--- src/rtl/fpf_encoder_seq.sv ---
// fpf_encoder_seq -- iterative Fibonacci-numeral-system forbidden-pattern-free
// (FPF) CAC encoder. It resolves one code bit per clock cycle, MSB first. The
// resulting N-bit codeword contains no 010 or 101 substring, and bit i has
// weight F(i+1), where F(1)=F(2)=1.
//
// Ports:
//   clock      in   system clock, posedge
//   rst_n      in   synchronous active-low reset
//   in_valid   in   input word valid
//   in_ready   out  encoder can take in_data this cycle
//   in_data    in   [DW-1:0] binary value to encode
//   out_valid  out  codeout/err valid
//   out_ready  in   downstream accepts the result
//   codeout    out  [N-1:0] FPF codeword
//   err        out  in_data >= F(N+2) (unrepresentable)

package fpf_encoder_seq_pkg;
    // Fibonacci number F(k), with F(1)=F(2)=1. Used at elaboration time only.
    function automatic longint unsigned fib(input int k);
        longint unsigned a, b, t;
        a = 1;
        b = 1;
        for (int i = 3; i <= k; i++) begin
            t = a + b;
            a = b;
            b = t;
        end
        return b;
    endfunction
endpackage

module fpf_encoder_seq
    import fpf_encoder_seq_pkg::*;
#(
    parameter  int N  = 38,
    localparam int DW = $clog2(fib(N + 2))
) (
    input  logic          clock,
    input  logic          rst_n,
    input  logic          in_valid,
    output logic          in_ready,
    input  logic [DW-1:0] in_data,
    output logic          out_valid,
    input  logic          out_ready,
    output logic [N-1:0]  codeout,
    output logic          err
);

    localparam int IW = $clog2(N);
    localparam int RW = DW + 1;

    localparam logic [RW-1:0] F_LIM = RW'(fib(N + 2));
    localparam logic [RW-1:0] F_HI0 = RW'(fib(N + 1));
    localparam logic [RW-1:0] F_LO0 = RW'(fib(N));
    localparam logic [IW-1:0] IDX_TOP = IW'(N - 1);

    typedef enum logic [1:0] {IDLE, RUN, DONE} state_t;

    state_t        state_q, state_d;
    logic [RW-1:0] rem_q, rem_d;
    logic [RW-1:0] fhi_q, fhi_d;   // F(idx+2)
    logic [RW-1:0] flo_q, flo_d;   // F(idx+1): weight of the bit being resolved
    logic [IW-1:0] idx_q, idx_d;
    logic          prev_q, prev_d;
    logic [N-1:0]  code_q, code_d;
    logic          err_q, err_d;
    logic          accept;
    logic          bit_c;

    // DONE hands over directly to the next word when the result drains in
    // the same cycle, which gives one word per N+1 cycles.
    assign in_ready  = (state_q == IDLE) || ((state_q == DONE) && out_ready);
    assign accept    = in_valid && in_ready;
    assign out_valid = (state_q == DONE);
    assign codeout   = code_q;
    assign err       = err_q;

    always_comb begin
        state_d = state_q;
        rem_d   = rem_q;
        fhi_d   = fhi_q;
        flo_d   = flo_q;
        idx_d   = idx_q;
        prev_d  = prev_q;
        code_d  = code_q;
        err_d   = err_q;
        bit_c   = 1'b0;

        case (state_q)
            RUN: begin
                if (idx_q == IDX_TOP) begin
                    bit_c = (rem_q >= fhi_q);
                end else if (idx_q == '0) begin
                    // Here the remainder has been reduced to 0 or 1.
                    bit_c = rem_q[0];
                end else if (rem_q < flo_q) begin
                    bit_c = 1'b0;
                end else if (rem_q >= fhi_q) begin
                    bit_c = 1'b1;
                end else begin
                    // Either choice is representable, so repeat the previous
                    // bit. This prevents an isolated 010/101 from forming.
                    bit_c = prev_q;
                end
                if (bit_c) begin
                    rem_d = rem_q - flo_q;
                end
                prev_d = bit_c;
                // Step the weights down by recurrence instead of using a ROM.
                fhi_d  = flo_q;
                flo_d  = fhi_q - flo_q;
                idx_d  = idx_q - IW'(1);
                code_d = {code_q[N-2:0], bit_c};
                if (idx_q == '0) begin
                    state_d = DONE;
                end
            end
            DONE: begin
                if (out_ready) begin
                    state_d = IDLE;
                end
            end
            default: ;
        endcase

        if (accept) begin
            rem_d   = {1'b0, in_data};
            fhi_d   = F_HI0;
            flo_d   = F_LO0;
            idx_d   = IDX_TOP;
            prev_d  = 1'b0;
            code_d  = '0;
            err_d   = ({1'b0, in_data} >= F_LIM);
            state_d = err_d ? DONE : RUN;
        end
    end

    always_ff @(posedge clock) begin
        if (!rst_n) begin
            state_q <= IDLE;
            rem_q   <= '0;
            fhi_q   <= '0;
            flo_q   <= '0;
            idx_q   <= '0;
            prev_q  <= 1'b0;
            code_q  <= '0;
            err_q   <= 1'b0;
        end else begin
            state_q <= state_d;
            rem_q   <= rem_d;
            fhi_q   <= fhi_d;
            flo_q   <= flo_d;
            idx_q   <= idx_d;
            prev_q  <= prev_d;
            code_q  <= code_d;
            err_q   <= err_d;
        end
    end

endmodule

--- config.mk ---
export PLATFORM = sky130hd
export DESIGN_NAME = fpf_encoder_seq
export DESIGN_NICKNAME = d
export VERILOG_FILES = /design/src/rtl/fpf_encoder_seq.sv
export SDC_FILE = /design/constraint.sdc
export NUM_CORES = 1
export LEC_CHECK = 0
export CORE_MARGIN = 1.5
export CORE_UTILIZATION = 50
export DETAILED_ROUTE_END_ITERATION = 8
export PLACE_DENSITY = 0.77
export SYNTH_ARGS = -nofsm -noshare
export SYNTH_HDL_FRONTEND = slang
export SYNTH_SLANG_ARGS = --single-unit
--- constraint.sdc ---
create_clock -name clock -period 6.4 [get_ports clock]
set_input_delay 1.92 -clock clock [delete_from_list [all_inputs] [get_ports clock]]
set_output_delay 1.92 -clock clock [all_outputs]
set_load 0.01 [all_outputs]
==> flow_metrics.py <==
metrics = {
    "worst_setup_path": {
        "worst_setup_path_start_kind": "input port",
        "crit_arrival_ns": 3.28,
        "required_ns": 4.48,
        "critPathMaxFanout": 4,
        "worstSetupEndpointType": "output pin",
        "worstSetupPathType": "in2out",
    },
    "global_route": {
        "first_global_vias": 7411,
        "grt_use_total_pct": 25.17,
        "antenna_found_initial": 0,
        "grt_overflow": 0,
        "grt_max_degree": 96,
        "grt_pass1_wl_um": 36140,
    },
    "die": {
        "die_w_um": 133.6,
        "design.core.area_um2": 16640,
        "die-area_um2": 17860,
        "start_util_pct": 51.27,
        "die_h_um": 133.6,
        "io_pins": 72,
        "rows": 47,
    },
    "power_and_ir_drop": {
        "p_per_area_nw_per_um2": 318.8,
        "swShare_pct": 38.67,
        "p_int_uw": 1948,
        "combPwrFrac_pct": 39.8,
        "power.switching_uw": 1228,
        "ir_drop_uv": 248.6,
        "power.leakage_uw": 0.003837,
        "pwr-share-clk_pct": 30.9,
        "seqPwrFrac_pct": 29.3,
    },
    "timing": {
        "clock.fmax_mhz": 192.3,
        "min_period_over_period_pct": 81.27,
        "finalCriticalPeriod_ns": 5.201,
        "max-slew-margin-rel_pct": 23.26,
        "fin_ws_ns": 1.199,
        "finalClockSkew_ns": 0.009073,
        "setup_tns_ns": 0,
        "rsz0062_at_grt": "no",
        "finalSetupViolations": 0,
        "slew_viol_final": 0,
        "hold_viol": 0,
        "worstMarginPinSlew_ns": 1.151,
    },
    "placed_design": {
        "place_congestion": 0.8896,
        "place_area_um2": 9371,
        "io_buffers": 71,
        "pre_cts_slack_ns": 1.199,
        "dpl.hpwl_um": 15630,
    },
    "job": {
        "drv_cap": 0,
    },
    "synth": {
        "synth_warnings": 0,
        "syn_avg_cell_area_um2": 7.728,
        "synth_ff_type": "dfxtp_1",
        "synth_area_um2": 8532,
        "syn_inst": 1104,
        "ys_seq_elements": 131,
        "yosysUniqueCellTypes": 61,
        "async_flop_share_pct": 0,
        "synth-edff-count": 0,
        "ys_seq_area_share_pct": 30.74,
        "syn_nets": 1223,
    },
    "clock_network": {
        "tritoncts": "done",
        "cts_buffers": 17,
        "cts_resized": 0,
        "root_buffer": "clkbuf_16",
        "holdBufCountCts": 0,
        "insertion_delay_ns": 0.43,
        "clkSinkCount": 131,
        "postCtsSetupBuffers": 0,
        "clk_pin_slew_ns": 0.06,
        "cts_htree_levels": 4,
        "clk_path_buf_depth": 2,
    },
    "worst_hold_path": {
        "hold_path.class": "reg2reg",
    },
    "route": {
        "drt_iter0_markers": 577,
        "drc_errors": 0,
        "viasPerCell": 5.944,
        "dr.pass1.iters": 7,
        "num_vias": 8179,
        "wl_per_cell_um": 16.31,
        "ant_nets": 0,
        "wirelength_um": 22450,
    },
    "final_layout": {
        "num-fill-cells": 1506,
        "layout-drive-gt1-share_pct": 5.190,
        "area_growth_pct": 16.75,
        "layout_commonest_cell": "nand2_1",
        "stdcell_area_um2": 9961,
        "diodes": 0,
        "finalNetCount": 1262,
        "final_cell_mix": "nand2_1, a21oi_1, dfxtp_1",
    },
    "status": {
        "status": "finished clean",
    },
}
==> power by group through the flow <==
stage | Sequential, µW | Combinational (µW) | Clock [µW]
6_report | 931 | 1260 | 981
5_1_grt | 938 | 1390 | 1030
4_1_cts | 929 | 1250 | 990
3_5_place_dp | 946 | 1230 | 0
3_3_place_gp | 945 | 1210 | 0
2_1_floorplan | 930 | 973 | 0
==> worst paths after layout <==
path,from,end,slack (ns),depth (start not counted)
max,out_ready,in_ready,1.20,4
min,codeout[37],codeout[37],0.45,2
max reg2reg,rem_q[0],rem_q[19],1.64,12
min reg2reg,codeout[37],codeout[37],0.45,2
==> worst max-delay path, cell delays in order <==
cell	delay (ns)
clkdlybuf4s50_1	0.46
inv_1	0.04
a21oi_1	0.27
clkdlybuf4s50_1	0.60
==> per-layer routing <==
metal / global-route usage, % / vias up / wire length, µm / share of wire, %
met3: 4.338 / 35 / 1410 / 6.3
met4: 8.696 / 0 / 474 / 2.1
met5: 0 / - / 0 / 0
met2: 41.25 / 251 / 10350 / 46
met1: 33.49 / 3828 / 10220 / 46
li1: - / 4065 / - / -
==> cell families (layout without fill, tap and decap cells) <==
logic type	Yosys count	after routing	synth area share, %
mux	4	4	0.4839
flops	131	131	30.74
xor+xnor	37	37	3.798
buf+inv	133	185	6.071
compound gates	364	364	27.32
simple gates	347	347	18.51
fa+ha+maj	88	88	13.08
==> cells in the mapped netlist (5+ instances only) <==
| cell | number | area share, % |
|---|---|---|
| nand2_1 | 178 | 7.8 |
| a21oi_1 | 138 | 8.1 |
| dfxtp_1 | 131 | 31 |
| ha_1 | 86 | 13 |
| inv_1 | 73 | 3.2 |
| o21ai_0 | 48 | 2.8 |
| nor2_1 | 45 | 2.0 |
| clkbuf_1 | 42 | 1.8 |
| nand3_1 | 26 | 1.5 |
| a21o_1 | 24 | 2.1 |
| a31oi_1 | 22 | 1.6 |
| o211ai_1 | 22 | 1.9 |
| o21a_1 | 20 | 1.8 |
| xnor2_1 | 20 | 2.1 |
| nor3_1 | 17 | 1.0 |
| xor2_1 | 17 | 1.7 |
| a211oi_1 | 15 | 1.3 |
| and3_1 | 14 | 1.0 |
| buf_1 | 14 | 0.62 |
| nand4_1 | 12 | 0.88 |
| a32oi_1 | 11 | 1.1 |
| o31ai_1 | 11 | 0.97 |
| nand2b_1 | 10 | 0.73 |
| nor2b_1 | 9 | 0.66 |
| or3_1 | 9 | 0.66 |
| nand3b_1 | 7 | 0.62 |
| a221oi_1 | 6 | 0.62 |
| a311oi_1 | 6 | 0.62 |
| nor4_1 | 5 | 0.37 |
| or2_2 | 5 | 0.37 |
==> cell type report <==
| class | instances | area (µm²) | area share (%) |
|---|---|---|---|
| flip-flops and latches | 131 | 2623 | 26.33 |
| multi-input cells | 840 | 5426 | 54.48 |
| well taps | 220 | 275.3 | 2.763 |
| repair buffers | 80 | 773.2 | 7.763 |
| clock buffers | 19 | 452.9 | 4.547 |
| clock inverters | 13 | 136.4 | 1.369 |
| inverters | 73 | 274.0 | 2.751 |
==> registers in the layout (all words and copies together), names as in the netlist <==
signal,count
err,1
fhi_q,28
flo_q,28
idx_q,6
state_q,2
rem_q,28
codeout,38
==> through the flow <==
stage               utilization [%]  power, µW  hold slack (ns)  std cells
finish                        59.85       3176           0.4532       1376
global route                  59.85       3365           0.4761       1376
CTS                           59.85       3166           0.4566       1376
detailed placement            56.31       2179           0.4465       1344
global placement              56.31       2159           0.4378       1344
floorplan                         -       1903           0.4319       1104
No activity file was read; power rests on OpenSTA's default activity.
